`src/rtl/mem_copy_master.sv`:
```
// mem_copy_master
//   Byte-wise memory copy initiator for the two-channel external-memory bus
//   used by HLS-generated cores. Channel 0 only reads, channel 1 only writes.
//   Copies len bytes from src_addr to dst_addr in ascending order. Addresses
//   wrap modulo 2^ADDR_W. Overlapping regions are not corrected.
//
// Ports
//   clock, reset          rising-edge clock, synchronous active-high reset
//   start_port            start request, accepted in IDLE only
//   src_addr, dst_addr    base addresses, latched at start
//   len                   byte count, latched at start (0 = no transfer)
//   done_port             one-cycle completion pulse
//   error                 sticky handshake timeout flag (0 without MEM_TIMEOUT_EN)
//   Mout_oe_ram           read enables   (bit 0 = channel 0; bit 1 tied 0)
//   Mout_we_ram           write enables  (bit 1 = channel 1; bit 0 tied 0)
//   Mout_addr_ram         {ch1 addr, ch0 addr}
//   Mout_Wdata_ram        {ch1 write data, 0}
//   Mout_data_ram_size    {ch1 size, ch0 size}, access size in bits
//   M_Rdata_ram           {ch1 data (unused), ch0 read data}
//   M_DataRdy             per-channel access-complete strobe
//
// Build option
//   MEM_TIMEOUT_EN : when defined, a READ or WRITE that sees no DataRdy for
//   TIMEOUT cycles is abandoned; error is set and done_port still pulses.

module mem_copy_master #(
  parameter int ADDR_W  = 11,
  parameter int DATA_W  = 8,
  parameter int SIZE_W  = 4,
  parameter int LEN_W   = 11,
  parameter int TIMEOUT = 255
) (
  input  logic                  clock,
  input  logic                  reset,
  input  logic                  start_port,
  input  logic [ADDR_W-1:0]     src_addr,
  input  logic [ADDR_W-1:0]     dst_addr,
  input  logic [LEN_W-1:0]      len,
  output logic                  done_port,
  output logic                  error,
  output logic [1:0]            Mout_oe_ram,
  output logic [1:0]            Mout_we_ram,
  output logic [2*ADDR_W-1:0]   Mout_addr_ram,
  output logic [2*DATA_W-1:0]   Mout_Wdata_ram,
  output logic [2*SIZE_W-1:0]   Mout_data_ram_size,
  input  logic [2*DATA_W-1:0]   M_Rdata_ram,
  input  logic [1:0]            M_DataRdy
);

  typedef enum logic [1:0] {S_IDLE, S_READ, S_WRITE, S_DONE} state_t;

  state_t              state_q, state_d;
  logic [ADDR_W-1:0]   src_q, src_d;
  logic [ADDR_W-1:0]   dst_q, dst_d;
  logic [LEN_W-1:0]    len_q, len_d;
  logic [LEN_W-1:0]    cnt_q, cnt_d;
  logic [DATA_W-1:0]   buf_q, buf_d;
  logic [LEN_W-1:0]    cnt_inc;
  logic [ADDR_W-1:0]   cnt_addr;
  logic                rd_act, wr_act;

`ifdef MEM_TIMEOUT_EN
  localparam int TW = $clog2(TIMEOUT + 1);
  logic [TW-1:0]       tmo_q, tmo_d;
  logic                error_q, error_d;
  logic                tmo_hit;
  assign tmo_hit = (tmo_q == TW'(TIMEOUT));
`endif

  assign cnt_inc  = cnt_q + LEN_W'(1);
  assign cnt_addr = ADDR_W'(cnt_q);

  always_comb begin
    state_d = state_q;
    src_d   = src_q;
    dst_d   = dst_q;
    len_d   = len_q;
    cnt_d   = cnt_q;
    buf_d   = buf_q;
`ifdef MEM_TIMEOUT_EN
    error_d = error_q;
`endif
    case (state_q)
      S_IDLE: begin
        if (start_port) begin
          src_d   = src_addr;
          dst_d   = dst_addr;
          len_d   = len;
          cnt_d   = '0;
`ifdef MEM_TIMEOUT_EN
          error_d = 1'b0;
`endif
          state_d = (len == '0) ? S_DONE : S_READ;
        end
      end
      S_READ: begin
        if (M_DataRdy[0]) begin
          buf_d   = M_Rdata_ram[DATA_W-1:0];
          state_d = S_WRITE;
        end
`ifdef MEM_TIMEOUT_EN
        else if (tmo_hit) begin
          error_d = 1'b1;
          state_d = S_DONE;
        end
`endif
      end
      S_WRITE: begin
        if (M_DataRdy[1]) begin
          cnt_d   = cnt_inc;
          state_d = (cnt_inc == len_q) ? S_DONE : S_READ;
        end
`ifdef MEM_TIMEOUT_EN
        else if (tmo_hit) begin
          error_d = 1'b1;
          state_d = S_DONE;
        end
`endif
      end
      default: state_d = S_IDLE;  // S_DONE: single-cycle pulse
    endcase
  end

`ifdef MEM_TIMEOUT_EN
  // Counts cycles spent waiting in the current READ/WRITE visit; any state
  // change (including READ->WRITE->READ) restarts it.
  always_comb begin
    tmo_d = '0;
    if ((state_q == S_READ || state_q == S_WRITE) && state_d == state_q)
      tmo_d = tmo_q + TW'(1);
  end
`endif

  always_ff @(posedge clock) begin
    if (reset) begin
      state_q <= S_IDLE;
      src_q   <= '0;
      dst_q   <= '0;
      len_q   <= '0;
      cnt_q   <= '0;
      buf_q   <= '0;
`ifdef MEM_TIMEOUT_EN
      tmo_q   <= '0;
      error_q <= 1'b0;
`endif
    end else begin
      state_q <= state_d;
      src_q   <= src_d;
      dst_q   <= dst_d;
      len_q   <= len_d;
      cnt_q   <= cnt_d;
      buf_q   <= buf_d;
`ifdef MEM_TIMEOUT_EN
      tmo_q   <= tmo_d;
      error_q <= error_d;
`endif
    end
  end

  // Bus outputs are decoded from the state register only, so every field is
  // zero outside an active request (the bus is OR-combined with other masters).
  assign rd_act = (state_q == S_READ);
  assign wr_act = (state_q == S_WRITE);

  assign done_port          = (state_q == S_DONE);
  assign Mout_oe_ram        = {1'b0, rd_act};
  assign Mout_we_ram        = {wr_act, 1'b0};
  assign Mout_addr_ram      = {wr_act ? (dst_q + cnt_addr) : {ADDR_W{1'b0}},
                               rd_act ? (src_q + cnt_addr) : {ADDR_W{1'b0}}};
  assign Mout_Wdata_ram     = {wr_act ? buf_q : {DATA_W{1'b0}}, {DATA_W{1'b0}}};
  assign Mout_data_ram_size = {wr_act ? SIZE_W'(DATA_W) : {SIZE_W{1'b0}},
                               rd_act ? SIZE_W'(DATA_W) : {SIZE_W{1'b0}}};

`ifdef MEM_TIMEOUT_EN
  assign error = error_q;
  logic unused_ok;
  assign unused_ok = ^{M_Rdata_ram[2*DATA_W-1:DATA_W]};
`else
  assign error = 1'b0;
  logic unused_ok;
  assign unused_ok = ^{M_Rdata_ram[2*DATA_W-1:DATA_W], TIMEOUT[0]};
`endif

endmodule

```
`config.mk`:
```
export PLATFORM = sky130hd
export DESIGN_NAME = mem_copy_master
export DESIGN_NICKNAME = d
export VERILOG_FILES = /design/src/rtl/mem_copy_master.sv
export SDC_FILE = /design/constraint.sdc
export NUM_CORES = 1
export LEC_CHECK = 0
export CAP_MARGIN = 0
export CORE_UTILIZATION = 40
export CTS_BUF_LIST = sky130_fd_sc_hd__clkbuf_8
export DETAILED_ROUTE_END_ITERATION = 8
export GPL_TIMING_DRIVEN = 0
export PLACE_DENSITY_LB_ADDON = 0.1
export SETUP_SLACK_MARGIN = 0.4
export SLEW_MARGIN = 10
export SYNTH_ARGS = -nofsm -noshare
export SYNTH_HDL_FRONTEND = slang
export SYNTH_SLANG_ARGS = --single-unit
```
`constraint.sdc`:
```
create_clock -name clock -period 2.49 [get_ports clock]
set_input_delay 0.3735 -clock clock [delete_from_list [all_inputs] [get_ports clock]]
set_output_delay 0.3735 -clock clock [all_outputs]
set_load 0.02 [all_outputs]
```
==> results of run 1 <==
## layout make-up
class | count | share of cell area
buffer | 46 | 0.05472
clock buffer | 6 | 0.01557
clock inverter | 2 | 0.003302
inverter | 10 | 0.008726
multi-input combinational | 394 | 0.4993
sequential | 54 | 0.2075
tap | 108 | 0.02547
timing repair buffer | 107 | 0.1854
## power by group
part / switching, mW / internal (mW)
registers: 0.0367 / 0.905
clock network: 0.308 / 0.230
logic: 0.252 / 0.219
total: 0.597 / 1.35
## worst max-delay path by stage
stage                        end  slack, ps
2_1_floorplan  Mout_addr_ram[19]        230
3_3_place_gp   Mout_addr_ram[21]       -530
3_5_place_dp   Mout_addr_ram[19]       -590
4_1_cts        Mout_addr_ram[21]       -300
5_1_grt        Mout_addr_ram[19]       -380
6_report       Mout_addr_ram[21]       -310
## kinds of logic after synthesis
group,share of synthesized area
AO/OA/AOI/OAI,0.2222
XOR/XNOR,0.04618
adder cells (fa/ha/maj),0.08403
buffers and inverters,0.08750
flip-flops,0.3000
other,0.001041
AND/OR/NAND/NOR,0.2590
## synth_stat cells, types with 3 or more instances
library cell	instances	area, um^2
nand2_1	109	409.1
a21oi_1	62	310.3
dfxtp_1	54	1081
nor2_1	35	131.4
buf_4	22	165.2
ha_1	21	262.8
clkbuf_1	20	75.07
o21ai_0	19	95.09
nor3_1	13	65.06
and2_1	12	75.07
xnor2_1	10	87.58
inv_1	9	33.78
xor2_1	9	78.83
o21a_1	8	60.06
a211oi_1	7	52.55
nand2b_1	7	43.79
nor4_1	6	37.54
nor2b_1	5	31.28
a21o_1	4	30.03
a311oi_1	4	35.03
o31a_1	4	35.03
a31oi_1	3	18.77
nand3_1	3	15.01
or2_2	3	18.77
## metal layers
metal	vias to the layer above	share of wire
met2	110	0.48
met3	18	0.047
li1	1907	-
met4	0	0.025
met1	1765	0.44
met5	-	0
## metrics by stage
stage,utilization,total power [mW]
after floorplan,-,1.231
after global placement,0.5320,1.391
after detailed placement,0.5320,1.399
after CTS,0.5743,1.940
after global routing,0.6083,2.054
final,0.6083,1.950
## worst min-delay path, delay by kind of cell, from the launching register on
kind | cells | cell delay [ps]
compound gates | 1 | 50
flops | 1 | 320
simple gates | 1 | 50
## sequential cells by signal, indices dropped and copies added (netlist names)
register and flops:
cnt_addr 11, dst_q 11, len_q 11, src_q 11, buf_q 8, state_q 2
## what timing repair did
item                                    4_1_cts  5_1_grt
gates resized for setup                     172       54
hold buffers                                  0        0
endpoints found under the setup margin       35       48
buffers inserted                             16       12
pin swaps                                    23       37
==> reports/results.txt, run 1 <==
Post-Synthesis Cells: 488
area of the multi-input gates: 2649 um^2
final setup margin: -306.0 ps
GR Util met3: 0.03902
placed cell area: 4639 um^2
largest net degree at the start of global routing: 18
Seq cells post-synth: 54
main flop type after synthesis: dfxtp_1
CP max-delay cell: fa_2
fraction of registers with async set/reset: 0
Ys Warns: 0
Rel. slew slack: 0.6315
CP max FO: 5
final hold slack: 458.3 ps
Unique masters post-synth: 52
Post-synth EDFFs: 0
final period utilization: 1.123
core area: 8721 um^2
M1 GR Usage: 0.2816
GRT overflow: 0
n_diodes: 0
fmax: 357.7 MHz
CP max stage delay: 430 ps
Via Count: 3,800
H-tree depth: 2
Critical Path RT: 2120 ps
layout cells sized above 1: 0.2714
register area: 1101 um^2
DIE WIDTH: 96.92 um
MaxCap Viol Count: 0
final cell count without fillers: 727
CP bufs+invs: 3
busiest metal layer after global routing: met2
Die Y: 96.92 um
Reg-to-Reg Start: cnt_addr[0]
CP Data Arrival Time: 2420 ps
# DRC: 0
Worst-Skew Late Latency: 310 ps
Synth Cell Area: 3603 um^2
commonest non-fill, non-tap cell in the layout: nand2_1
GRT met2 Usage: 0.3749
status: finished, violations left
origin of the worst setup path: cnt_addr[1]
worst r2r dst: state_q[1]
Placer Congestion: 0.9269
most frequent cells in the layout: nand2_1 (105), a21oi_1 (52), buf_4 (50)
dpl cells: 691
TritonCTS Buffers: 5
first-pass GRT wire length: 17,130 um
CP endpoint kind: primary output
pwr dens: 367.6 nW/um^2
Layout Skew: 9.181 ps
drt wl/cell: 14.87 um
Worst R2R Setup Slack: 360 ps
Hold Path End: buf_q[7]
Least-Margin Pin Slew: 547.8 ps
final setup fails: 9
area delta synth->final: 47.22%
WS Path Type: flip-flop to primary output
Longest Clk Path Bufs: 2
DRT antenna net count: 0
Port Buf Inserts: 79
Site Rows: 34
first drt pass iteration count: 5
Reg clk slew, reported paths: 110 ps
# fillers: 787
initial drt markers: 170
Max IR drop VDD: 0.0002314 V
design area: 5305 um^2
Avg Inst Size Synth: 7.384 um^2
vias in the first global route: 3,614
CTS sink cnt: 54
RSZ-0062 raised after global routing: yes
root buf cell: clkbuf_8
Worst Reg-to-Reg Cells: 8
cell family with most CP delay: compound AO/OA/AOI/OAI gates
Hold Startpoint: buf_q[7]
setup TNS: -1464 ps
element type at the critical path start: flip-flop
Via density: 5.227
CTS tree: yes
Hold WC Path Type: flip-flop to flip-flop
critical path depth: 10
pre-CTS WS: -587.7 ps
Lkg Pwr: 2.092 nW
hold depth: 2
Boundary Pins: 106
nets@finish: 695
initial antenna violation count: 0
Die ar.: 9393 um^2
Fin. Hold Viols: 0
failing checks: negative setup slack
fin crit period: 2796 ps
Slew Viols, Final: 0
dpl hpwl: 7564 um
Total Routed Length: 10,810 um
GRT Total Usage: 0.2219
register area share after synthesis: 0.3000
worst path cell trace: clkinvlp_4 -> fa_2 -> nor2b_4 -> o31a_1 -> o31ai_4 -> buf_4 -> a21oi_4 -> xnor2_2 -> nor2_2 -> buf_6
Initial Util: 0.4132
Power figures use the tool's default switching activity.
==> run 2, diff against run 1 <==
--- a/config.mk
+++ b/config.mk
@@ -7,6 +7,7 @@
 export LEC_CHECK = 0
 export CAP_MARGIN = 0
-export CORE_UTILIZATION = 40
+export CORE_UTILIZATION = 45
 export CTS_BUF_LIST = sky130_fd_sc_hd__clkbuf_8
+export CTS_CLUSTER_SIZE = 12
 export DETAILED_ROUTE_END_ITERATION = 8
 export GPL_TIMING_DRIVEN = 0
==> constraint.sdc (replaced) <==
create_clock -name clock -period 2.49 [get_ports clock]
set_input_delay 0.3735 -clock clock [delete_from_list [all_inputs] [get_ports clock]]
set_output_delay 0.3735 -clock clock [all_outputs]
set_load 0.005 [all_outputs]
==> reports/results.txt, run 2 (synthesis results as in run 1) <==
final cell count without fillers: 740
Via density: 5.292
vias in the first global route: 3,681
Longest Clk Path Bufs: 2
Port Buf Inserts: 79
initial drt markers: 211
CTS sink cnt: 54
Rel. slew slack: 0.5145
Site Rows: 32
fin util: 0.7043
Lkg Pwr: 2.211 nW
Reg clk slew, reported paths: 100 ps
CP endpoint: Mout_addr_ram[8]
layout cells sized above 1: 0.2915
RSZ-0062 raised after global routing: yes
core area: 7727 um^2
Boundary Pins: 106
# DRC: 0
dpl hpwl: 7540 um
CTS tree: yes
Critical Path RT: 2120 ps
Reg-to-Reg Start: cnt_addr[0]
origin of the worst setup path: cnt_addr[0]
area delta synth->final: 51.04%
CP max FO: 3
GRT Total Usage: 0.2714
final setup fails: 11
failing checks: negative setup slack
CP endpoint kind: primary output
commonest non-fill, non-tap cell in the layout: nand2_1
Slew Viols, Final: 0
TritonCTS Buffers: 5
area of the multi-input gates: 2619 um^2
cts-stage hold buffer count: 0
fin crit period: 2814 ps
status: finished, violations left
Least-Margin Pin Slew: 709.8 ps
Worst R2R Setup Slack: 340 ps
largest net degree at the start of global routing: 17
drt wl/cell: 15.30 um
Layout Skew: 9.721 ps
most frequent cells in the layout: nand2_1 (106), buf_4 (55), a21oi_1 (54)
Initial Util: 0.4663
first drt pass iteration count: 5
nets@finish: 714
Die ar.: 8370 um^2
DIE WIDTH: 91.49 um
pwr dens: 390.7 nW/um^2
dpl cells: 685
MaxCap Viol Count: 0
register area: 1114 um^2
# fillers: 648
first-pass GRT wire length: 18,060 um
Total Routed Length: 11,320 um
DRT antenna net count: 0
H-tree depth: 2
Max IR drop VDD: 0.0002401 V
Via Count: 3,916
setup TNS: -2034 ps
element type at the critical path start: flip-flop
Worst-Skew Late Latency: 320 ps
Placer Congestion: 0.9232
Die Y: 91.49 um
WS Path Type: flip-flop to primary output
overall power: 2.126 mW
Fin. Hold Viols: 0
worst r2r dst: state_q[1]
CP Data Arrival Time: 2440 ps
Hold WC Path Type: flip-flop to flip-flop
final setup margin: -324.1 ps
initial antenna violation count: 0
root buf cell: clkbuf_8
Worst Reg-to-Reg Cells: 8
n_diodes: 0
final period utilization: 1.130
GRT overflow: 0
pre-CTS WS: -471.5 ps
fmax: 355.4 MHz
run 2: changes by cell type in the layout (fill, tap and decap cells not counted), moves of 3 or more:
cell,previous run,this run
buf_6,16,13
dfxtp_2,4,8
buf_4,50,55
clkdlybuf4s50_1,45,48
buf_2,7,20
dfxtp_1,46,40
run 2: worst min path at each step:
stage          depth (start not counted)        to  startpoint
2_1_floorplan                          2  buf_q[0]    buf_q[0]
3_3_place_gp                           2  buf_q[2]    buf_q[2]
3_5_place_dp                           2  buf_q[4]    buf_q[4]
4_1_cts                                2  buf_q[4]    buf_q[4]
5_1_grt                                2  buf_q[4]    buf_q[4]
6_report                               2  buf_q[7]    buf_q[7]
run 2: through the flow:
step / cell area, um^2 / hold WS, ps
finish: 5443 / 459.2
global route: 5443 / 474.4
CTS: 5270 / 459.3
detailed placement: 4594 / 445.1
global placement: 4594 / 438.5
floorplan: 3676 / 431.7
run 2: area by class of cell:
cell class                 instances  share of cell area
multi-input combinational        394              0.4811
sequential                        54              0.2046
timing repair buffer             126              0.2018
buffer                            46             0.05448
tap                              102             0.02345
clock buffer                       6             0.01517
clock inverter                     2             0.01103
inverter                          10            0.008276
run 2: what timing repair did:
item	CTS	global route
gates resized for setup	160	39
pin swaps	28	20
buffers inserted	35	11
cloned	1	0
setup endpoints to repair	35	31
run 2: worst max-delay path, stage by stage (launching register included):
cell      delay, ps
dfxtp_4         380
ha_4            160
inv_2            50
fa_2            200
nor2b_2          50
o31a_1          320
buf_6           130
o31ai_4         230
a21boi_2        110
o21a_1          210
nor3_2          150
buf_2           130
run 2: per-layer routing:
layer | vias to the layer above | GRT usage | share of wire
met1 | 1836 | 0.3487 | 0.44
met2 | 123 | 0.4674 | 0.49
met3 | 21 | 0.03601 | 0.047
met5 | - | 0 | 0
met4 | 0 | 0.08598 | 0.019
li1 | 1936 | - | -
run 2: report_power, final:
| part | internal [mW] | switching (mW) | leakage [nW] |
|---|---|---|---|
| clock network | 0.429 | 0.301 | 0.0714 |
| registers | 0.904 | 0.0404 | 0.449 |
| logic | 0.228 | 0.223 | 1.69 |
| total | 1.56 | 0.564 | 2.21 |
